[config.mk]
export PLATFORM = sky130hd
export DESIGN_NAME = id_issue_ctrl
export DESIGN_NICKNAME = d
export VERILOG_FILES = /design/src/rtl/id_issue_ctrl_pkg.sv /design/src/rtl/id_issue_decode.sv /design/src/rtl/id_issue_ctrl.sv
export SDC_FILE = /design/constraint.sdc
export NUM_CORES = 1
export LEC_CHECK = 0
export ABC_AREA = 1
export BUFFER_PORTS_ARGS = -buffer_cell sky130_fd_sc_hd__buf_2
export CAP_MARGIN = 20
export CORE_MARGIN = 2
export CORE_UTILIZATION = 41
export CTS_CLUSTER_SIZE = 24
export DETAILED_ROUTE_END_ITERATION = 12
export MAX_ROUTING_LAYER = met4
export PLACE_DENSITY_LB_ADDON = 0.15
export SYNTH_ARGS = -nofsm -noshare
export SYNTH_HDL_FRONTEND = slang
export SYNTH_SLANG_ARGS = --single-unit
[constraint.sdc]
create_clock -name clk -period 1.46 [get_ports clk]
set_input_delay 0.292 -clock clk [delete_from_list [all_inputs] [get_ports clk]]
set_output_delay 0.292 -clock clk [all_outputs]
set_load 0.005 [all_outputs]
[src/rtl/id_issue_ctrl_pkg.sv]
// Shared constants for the ID issue controller: immediate-type codes, opcodes, FSM states.
// Optional feature macro used by the top: ID_ISSUE_PERF_CNT_EN.
package id_issue_ctrl_pkg;

    localparam int INST_W_DEF = 32;
    localparam int XLEN_DEF   = 64;
    localparam int GEN_W_DEF  = 3;

    localparam logic [2:0] GEN_NONE          = 3'b000;
    localparam logic [2:0] GEN_CSR           = 3'b001;
    localparam logic [2:0] GEN_SHIFT         = 3'b010;
    localparam logic [2:0] GEN_STORE         = 3'b011;
    localparam logic [2:0] GEN_XUIX          = 3'b100;
    localparam logic [2:0] GEN_JAL           = 3'b101;
    localparam logic [2:0] GEN_JALR_LOAD_ALI = 3'b110;
    localparam logic [2:0] GEN_BRANCH        = 3'b111;

    localparam logic [6:0] OPC_LOAD      = 7'b0000011;
    localparam logic [6:0] OPC_MISC_MEM  = 7'b0001111;
    localparam logic [6:0] OPC_OP_IMM    = 7'b0010011;
    localparam logic [6:0] OPC_AUIPC     = 7'b0010111;
    localparam logic [6:0] OPC_OP_IMM_32 = 7'b0011011;
    localparam logic [6:0] OPC_STORE     = 7'b0100011;
    localparam logic [6:0] OPC_OP        = 7'b0110011;
    localparam logic [6:0] OPC_LUI       = 7'b0110111;
    localparam logic [6:0] OPC_OP_32     = 7'b0111011;
    localparam logic [6:0] OPC_BRANCH    = 7'b1100011;
    localparam logic [6:0] OPC_JALR      = 7'b1100111;
    localparam logic [6:0] OPC_JAL       = 7'b1101111;
    localparam logic [6:0] OPC_SYSTEM    = 7'b1110011;

    typedef enum logic [1:0] {
        ST_EMPTY    = 2'd0,
        ST_FULL     = 2'd1,
        ST_LU_STALL = 2'd2
    } id_state_e;

endpackage

[src/rtl/id_issue_decode.sv]
// Combinational opcode/funct3 decode into immediate-generator type and register usage.
module id_issue_decode
    import id_issue_ctrl_pkg::*;
(
    input  logic [6:0] opcode_i,
    input  logic [2:0] funct3_i,
    output logic [2:0] gen_type_o,
    output logic       rs1_used_o,
    output logic       rs2_used_o
);

    always_comb begin
        gen_type_o = GEN_NONE;
        rs1_used_o = 1'b1;
        rs2_used_o = 1'b0;
        case (opcode_i)
            OPC_STORE: begin
                gen_type_o = GEN_STORE;
                rs2_used_o = 1'b1;
            end
            OPC_LUI, OPC_AUIPC: begin
                gen_type_o = GEN_XUIX;
                rs1_used_o = 1'b0;
            end
            OPC_JAL: begin
                gen_type_o = GEN_JAL;
                rs1_used_o = 1'b0;
            end
            OPC_JALR, OPC_LOAD: gen_type_o = GEN_JALR_LOAD_ALI;
            // funct3 001/101 are the shift-immediate forms (shamt, not a sign-extended imm)
            OPC_OP_IMM, OPC_OP_IMM_32:
                gen_type_o = (funct3_i[1:0] == 2'b01) ? GEN_SHIFT : GEN_JALR_LOAD_ALI;
            OPC_BRANCH: begin
                gen_type_o = GEN_BRANCH;
                rs2_used_o = 1'b1;
            end
            OPC_OP, OPC_OP_32: rs2_used_o = 1'b1;
            OPC_SYSTEM: begin
                if (funct3_i[2]) begin
                    gen_type_o = GEN_CSR;
                    rs1_used_o = 1'b0;
                end else if (funct3_i == 3'b000) begin
                    rs1_used_o = 1'b0;
                end
            end
            OPC_MISC_MEM: rs1_used_o = 1'b0;
            default: ;
        endcase
    end

endmodule

[src/rtl/id_issue_ctrl.sv]
// ID-stage sequencer: IF/ID register, immediate-type decode, handshake and load-use bubble.
// Define ID_ISSUE_PERF_CNT_EN to build the load-use stall counter; otherwise stall_cnt_o is 0.
module id_issue_ctrl
    import id_issue_ctrl_pkg::*;
#(
    parameter int XLEN   = 64,
    parameter int INST_W = 32,
    parameter int GEN_W  = 3
) (
    input  logic              clk,
    input  logic              rst,
    input  logic              if_id_valid_i,
    input  logic [INST_W-1:0] if_id_inst_i,
    input  logic [XLEN-1:0]   if_id_pc_i,
    output logic              id_ctrl_ready_o,
    input  logic              id_ctrl_flush_i,
    input  logic              ex_is_load_i,
    input  logic [4:0]        ex_rd_i,
    input  logic              ex_ready_i,
    output logic              id_ctrl_valid_o,
    output logic [INST_W-1:0] id_ctrl_inst_o,
    output logic [XLEN-1:0]   id_ctrl_pc_o,
    output logic [GEN_W-1:0]  id_ctrl_gen_type_o,
    output logic [4:0]        id_ctrl_rs1_o,
    output logic [4:0]        id_ctrl_rs2_o,
    output logic [XLEN-1:0]   id_ctrl_stall_cnt_o
);

    id_state_e         state_q, state_d;
    logic [INST_W-1:0] inst_q;
    logic [XLEN-1:0]   pc_q;
    logic [GEN_W-1:0]  gen_q;
    logic [4:0]        rs1_q, rs2_q;
    logic [2:0]        dec_gen;
    logic              dec_rs1_used, dec_rs2_used;
    logic              hz, capture;

    id_issue_decode u_decode (
        .opcode_i   (if_id_inst_i[6:0]),
        .funct3_i   (if_id_inst_i[14:12]),
        .gen_type_o (dec_gen),
        .rs1_used_o (dec_rs1_used),
        .rs2_used_o (dec_rs2_used)
    );

    // Unused source fields are zeroed at capture, so they can never match ex_rd_i here.
    assign hz = (state_q == ST_FULL) & ex_is_load_i & (ex_rd_i != 5'd0)
              & ((ex_rd_i == rs1_q) | (ex_rd_i == rs2_q));

    always_comb begin
        state_d         = state_q;
        id_ctrl_ready_o = 1'b0;
        id_ctrl_valid_o = 1'b0;
        case (state_q)
            ST_EMPTY: begin
                id_ctrl_ready_o = 1'b1;
                if (if_id_valid_i) state_d = ST_FULL;
            end
            ST_FULL: begin
                id_ctrl_valid_o = ~hz;
                id_ctrl_ready_o = ex_ready_i & ~hz;
                if (hz & ex_ready_i)  state_d = ST_LU_STALL;
                else if (ex_ready_i)  state_d = if_id_valid_i ? ST_FULL : ST_EMPTY;
            end
            ST_LU_STALL: state_d = ST_FULL;
            default:     state_d = ST_EMPTY;
        endcase
        if (id_ctrl_flush_i) begin
            state_d         = ST_EMPTY;
            id_ctrl_ready_o = 1'b0;
        end
    end

    assign capture = if_id_valid_i & id_ctrl_ready_o;

    always_ff @(posedge clk) begin
        if (rst) begin
            state_q <= ST_EMPTY;
            inst_q  <= '0;
            pc_q    <= '0;
            gen_q   <= '0;
            rs1_q   <= '0;
            rs2_q   <= '0;
        end else begin
            state_q <= state_d;
            if (capture) begin
                inst_q <= if_id_inst_i;
                pc_q   <= if_id_pc_i;
                gen_q  <= dec_gen;
                rs1_q  <= dec_rs1_used ? if_id_inst_i[19:15] : 5'd0;
                rs2_q  <= dec_rs2_used ? if_id_inst_i[24:20] : 5'd0;
            end
        end
    end

`ifdef ID_ISSUE_PERF_CNT_EN
    logic [XLEN-1:0] stall_cnt_q;
    logic            stall_enter;

    assign stall_enter = hz & ex_ready_i & ~id_ctrl_flush_i;

    always_ff @(posedge clk) begin
        if (rst)              stall_cnt_q <= '0;
        else if (stall_enter) stall_cnt_q <= stall_cnt_q + 1'b1;
    end

    assign id_ctrl_stall_cnt_o = stall_cnt_q;
`else
    assign id_ctrl_stall_cnt_o = '0;
`endif

    assign id_ctrl_inst_o     = inst_q;
    assign id_ctrl_pc_o       = pc_q;
    assign id_ctrl_gen_type_o = gen_q;
    assign id_ctrl_rs1_o      = rs1_q;
    assign id_ctrl_rs2_o      = rs2_q;

endmodule

**Word-level counts from Yosys, hierarchy flattened**

Index checks and enable logic that the tools add are counted.

- Register bits: 111
- Logic and storage cells: 61

- Equal/unequal tests: 20
- Mux-type cells: 17
- Bitwise logic cells: 8
- Reduce and logical (&&, ||, !) cells: 10

Operator list:

| kind | count |
|---|---|
| 7-bit by 6-bit == test with 1-bit output (second input constant) | 4 |
| 7-bit == test (second input constant) | 4 |
| 7-bit by 5-bit == test with 1-bit output (second input constant) | 3 |
| 3-bit one-hot mux with 7 select lines | 1 |
| 5-bit == test | 2 |
| 5-bit two-way mux | 2 |
| 2-bit OR reduction | 4 |
| 4-bit OR reduction | 2 |
| 7-bit by 2-bit == test with 1-bit output (second input constant) | 1 |
| 7-bit by 4-bit == test with 1-bit output (second input constant) | 1 |
| 1-bit two-way mux | 7 |
| 1-bit AND | 6 |
| 2-bit two-way mux | 3 |
| 2-bit one-hot mux with 3 select lines | 1 |
| 5-bit nonzero test | 1 |
| 2-bit by 1-bit == test with 1-bit output (second input constant) | 2 |
| 1-bit one-hot mux with 2 select lines | 2 |
| 3-bit zero test | 1 |
| 3-bit two-way mux | 1 |
| 3-bit by 2-bit != test with 1-bit output (second input constant) | 1 |
| 2-bit == test (second input constant) | 1 |
| 2-bit zero test | 1 |
| 2-bit != test (second input constant) | 1 |
| 2-bit AND reduction | 1 |
| other kinds (2) | 2 |

**Depth between registers and ports, before layout**

- Depth in word-level cells: 9
- Gate-level depth with buffers: 15
- Depth with buffers taken out: 13

**Cells and area by module**

From an unflattened synthesis, not the netlist that was laid out.

- Cells, all modules: 1,112
- Area, all modules: 6,650.1 sq um

By module, submodules not included:

| module | times used | cells each | area each (sq um) | seq. area each (sq um) |
|---|---|---|---|---|
| id_issue_ctrl | 1 | 1,062 | 6,416.2 | 2,222.1 |
| id_issue_decode | 1 | 50 | 234.0 | 0.0 |

**Worst setup path after synthesis**

OpenSTA, ideal clock, no wires.

- Path kind: reg-to-reg
- Start point: register rs2_q[0] (netlist: id_ctrl_rs2_o[0])
- End point: register pc_q[14] (netlist: id_ctrl_pc_o[14])
- Setup time: 0.113 ns
- Arrival: 1.441 ns
- Data required time: 1.347 ns
- Setup slack: -0.093 ns
- Cell stages (with the launch flop): 14
- Path buffers: 2
- Clock period less this slack: 1.553 ns
- Path through: dfxtp_1 > nor2_1 > nor2_1 > nor2_1 > nand3_1 > nand2_1 > nand2_1 > nand3_2 > nand2_2 > nand3_4 > buf_4 > buf_2 > nor2_1 > nor2_1

- Longest elaborated chain between the ends: 8

Ends and longest elaborated chain:

| what | RTL line | RTL |
|---|---|---|
| start: declaration | id_issue_ctrl.sv:33 | `logic [4:0] rs1_q, rs2_q;` |
| start signal: assignment | id_issue_ctrl.sv:91 | `rs2_q <= dec_rs2_used ? if_id_inst_i[24:20] : 5'd0;` |
| 5-bit == test | id_issue_ctrl.sv:48 | `& ((ex_rd_i == rs1_q) \| (ex_rd_i == rs2_q));` |
| 1-bit OR | id_issue_ctrl.sv:48 |  |
| 1-bit AND | id_issue_ctrl.sv:48 |  |
| 1-bit NOT | id_issue_ctrl.sv:61 | `id_ctrl_ready_o = ex_ready_i & ~hz;` |
| 1-bit AND | id_issue_ctrl.sv:61 |  |
| 1-bit one-hot mux with 2 select lines | id_issue_ctrl.sv:54 | `case (state_q)` |
| 1-bit two-way mux | id_issue_ctrl.sv:68 | `if (id_ctrl_flush_i) begin` |
| 1-bit AND | id_issue_ctrl.sv:74 | `assign capture = if_id_valid_i & id_ctrl_ready_o;` |
| end signal: assignment | id_issue_ctrl.sv:88 | `pc_q <= if_id_pc_i;` |
| end: declaration | id_issue_ctrl.sv:31 | `logic [XLEN-1:0] pc_q;` |

No other way between the ends.
A chain may end at the register's enable or synchronous reset.

**Worst setup path in the final report**

- Start point: register rs2_q[2] (netlist: id_ctrl_rs2_o[2])
- End point: output id_ctrl_ready_o

- Longest elaborated chain between the ends: 7

Ends and longest elaborated chain:

| what | RTL line | RTL |
|---|---|---|
| 5-bit == test | id_issue_ctrl.sv:48 |  |
| 1-bit OR | id_issue_ctrl.sv:48 |  |
| 1-bit AND | id_issue_ctrl.sv:48 |  |
| 1-bit NOT | id_issue_ctrl.sv:61 |  |
| 1-bit AND | id_issue_ctrl.sv:61 |  |
| 1-bit one-hot mux with 2 select lines | id_issue_ctrl.sv:54 |  |
| 1-bit two-way mux | id_issue_ctrl.sv:68 |  |
| end: declaration | id_issue_ctrl.sv:15 | `output logic id_ctrl_ready_o,` |

No other way between the ends.

==> qor.yml <==
hold_path:
  holdCritPathClass: "in -> reg"
setup_path:
  path_max_fanout: 3
  required_ns: 1.17
  crit_type: "reg -> out"
  start_kind: "flip-flop"
  slowest_stage: "dfxtp_2"
  max_stage_delay_ns: 0.33
  critPathTopFamily: "simple AND/OR/NAND/NOR gates"
  end_kind: "output pin"
  path_cells: "inv_2 > nand2_1 > nand2_1 > nor2_1 > nand3_1 > nand2_2 > nand2_2 > nand3_2 > buf_4 > a21oi_2 > buf_2"
  arrival_ns: 1.55
  path_buf_inv: 3
grt:
  met1_usage: 0.2509
  grt_antenna_before_repair: 2
  first_global_vias: 5024
  use_met2: 0.3554
  grt_max_degree: 58
  busiest_layer: "met2"
  grtUsageMet3: 0.03945
  grt.overflow.total: 0
  grt_pass1_wl_um: 23540
  grt_use_total: 0.2098
outcome:
  failed_checks: "negative setup slack"
  status: "complete, but fails checks"
floorplan:
  ioPinCount: 282
  die_w_um: 119.7
  initial_core_util: 0.4178
  row_count: 42
  core_mm2: 0.01314
  die_y_um: 119.7
  die_area_mm2: 0.01433
routing:
  post_drt_via_cell_ratio: 4.217
  first_iter_violations: 261
  routedWlPerCell_um: 11.57
  drtPass1Iterations: 4
  via_count: 5605
  ant_nets: 0
  drt_wl_total_um: 15370
  drc: 0
clocking:
  clock_sinks: 111
  hold_buffers: 0
  cts_buffer_depth: 2
  ctsHtreeMaxLevel: 3
  clk_pin_slew_worst_paths_ns: 0.07
  cts-buffers-inserted: 9
  clockRootBuffer: "clkbuf_16"
  cts_tree: "yes"
  clk_latency_ns: 0.35
layout:
  fillers: 1245
  postLayoutCoreUtil: 0.6260
  regArea_mm2: 0.002232
  layout.nets: 1254
  final_cell_count_no_fill: 1329
  syn2layout_area_growth_pct: 49.83
  drive_gt1_frac: 0.3849
  multi_input_area_mm2: 0.002768
placement:
  dp.final_hpwl_um: 9872
  dp_cells: 1285
  portBuffers: 217
  gp_routability_congestion: 0.8761
synthesis:
  yosys.area_share.adder: 0
  seq_area_frac_synth: 0.4048
  synthDistinctLibCells: 24
  ys_ff_latch: 111
  synth_warnings: 0
  syn_inst: 874
  synth_top_family_by_area: "simple AND/OR/NAND/NOR gates"
  synthMuxAreaShare: 0
  synth_xor_area_frac: 0.003191
  syn_avg_cell_area_um2: 6.280
  synth-simple-area-share: 0.3659
  synth_area_mm2: 0.005489
  synth-compound-area-share: 0.01117
sta:
  finalSetupViolations: 111
  worst_pin_slew_ns: 0.5164
  hold_viol: 0
  maxSlewHeadroom: 0.6521
  setup_slack_ns: -0.3805
  period_needed_ns: 1.841
  post-route-period-util: 1.261
  rsz0062_at_grt: "yes"
  clock.fmax_mhz: 543.3
  maxSlewViolCount: 0
  finClkSkew_ns: 0.006042
  whs_ns: 0.1497
power:
  finalPower_w: 0.007633
  power_density_mw_per_mm2: 928.1
  p_leak_nw: 4.682
  vdd_drop_max_v: 0.0005572
flow_run:
  cap_viol_max_count: 0
[metal layers]
layer	wire, um	vias up	part of all wire
met1	6706	2461	0.44
met2	7611	166	0.50
met4	255	0	0.017
met5	0	-	0
li1	-	2960	-
met3	801	18	0.052
[path summary, 6_finish.rpt]
check	startpoint	end	slack [ns]	cells after the start
worst max-delay path	id_ctrl_rs2_o[2]	id_ctrl_ready_o	-0.38	11
worst max register to register	id_ctrl_rs2_o[2]	id_ctrl_pc_o[28]	-0.38	16
worst min-delay path	if_id_inst_i[25]	id_ctrl_inst_o[25]	0.15	3
worst min register to register	id_ctrl_gen_type_o[1]	id_ctrl_gen_type_o[1]	0.51	4
[kinds of logic (layout without fill, tap and decap cells)]
| logic type | after synthesis | in the layout |
|---|---|---|
| compound gates | 10 | 10 |
| xor+xnor | 2 | 2 |
| buf+inv | 237 | 451 |
| flops | 111 | 111 |
| other cells | 1 | 66 |
| simple gates | 513 | 513 |
[registers in the layout, summed over array words and instances (netlist names)]
register / flops
id_ctrl_gen_type_o: 3
id_ctrl_rs1_o: 5
id_ctrl_pc_o: 64
id_ctrl_rs2_o: 5
state_q: 2
id_ctrl_inst_o: 32
[tightest hold or removal path, stage by stage]
cell    delay, ns
buf_2        0.08
nor2_2       0.03
nor2_1       0.06
[cells in the mapped netlist]
master / instances / share of area
a21boi_0: 1 / 0.0014
a21oi_1: 3 / 0.0027
a22o_1: 1 / 0.0016
buf_1: 4 / 0.0027
buf_2: 16 / 0.015
buf_4: 69 / 0.094
buf_6: 1 / 0.0021
clkbuf_1: 10 / 0.0068
conb_1: 1 / 0.00068
dfxtp_1: 111 / 0.40
inv_1: 134 / 0.092
inv_2: 3 / 0.0021
nand2_1: 257 / 0.18
nand2_2: 1 / 0.0011
nand3_1: 9 / 0.0082
nand3_2: 1 / 0.0018
nand3_4: 1 / 0.0032
nand4_1: 17 / 0.019
nor2_1: 222 / 0.15
nor3_1: 5 / 0.0046
o21ai_0: 3 / 0.0027
o22ai_1: 1 / 0.0011
o41ai_1: 1 / 0.0016
xnor2_1: 2 / 0.0032
[timing repair]
item	CTS	global route
gates resized for setup	35	129
pin swaps	3	31
hold endpoints to repair	0	0
endpoints found under the setup margin	111	112
setup buffers	10	5
gates cloned	8	7
[metrics by stage]
stage               TNS, ns  setup slack, ns  instance area (um^2)
global route         -49.96          -0.5037                  8224
detailed placement   -34.14          -0.3617                  6952
CTS                  -41.40          -0.4194                  7690
floorplan            -4.759         -0.06213                  5796
global placement     -32.49          -0.3416                  6952
finish               -35.54          -0.3805                  8224
[placed cells by master, fill, tap and decap left out, types with 2 or more instances in the layout]
cell	count
a21oi_1	2
buf_12	13
buf_16	6
buf_2	217
buf_4	48
buf_6	5
buf_8	2
clkbuf_16	16
clkbuf_8	4
conb_1	64
dfxtp_1	103
dfxtp_2	8
diode_2	2
inv_1	122
inv_2	14
nand2_1	216
nand2_2	35
nand2_4	7
nand3_1	8
nand3_2	2
nand4_1	17
nor2_1	164
nor2_2	30
nor2_4	28
nor3_1	4
o21ai_0	3
xnor2_1	2
[area by class of cell]
type	instances	share of cell area
Tap cell	176	0.02678
Timing Repair Buffer	299	0.2634
Clock buffer	13	0.03408
Multi-Input combinational cell	589	0.3365
Clock inverter	2	0.004564
Inverter	137	0.06268
Sequential cell	111	0.2714
Antenna cell	2	0.0006085
[power by group]
part,total (W),switching [W],internal [W]
Sequential,0.00335,0.000103,0.00324
Clock,0.00263,0.00112,0.00151
Combinational,0.00166,0.000858,0.000799
Total,0.00763,0.00208,0.00555
Power figures use the tool's default switching activity.
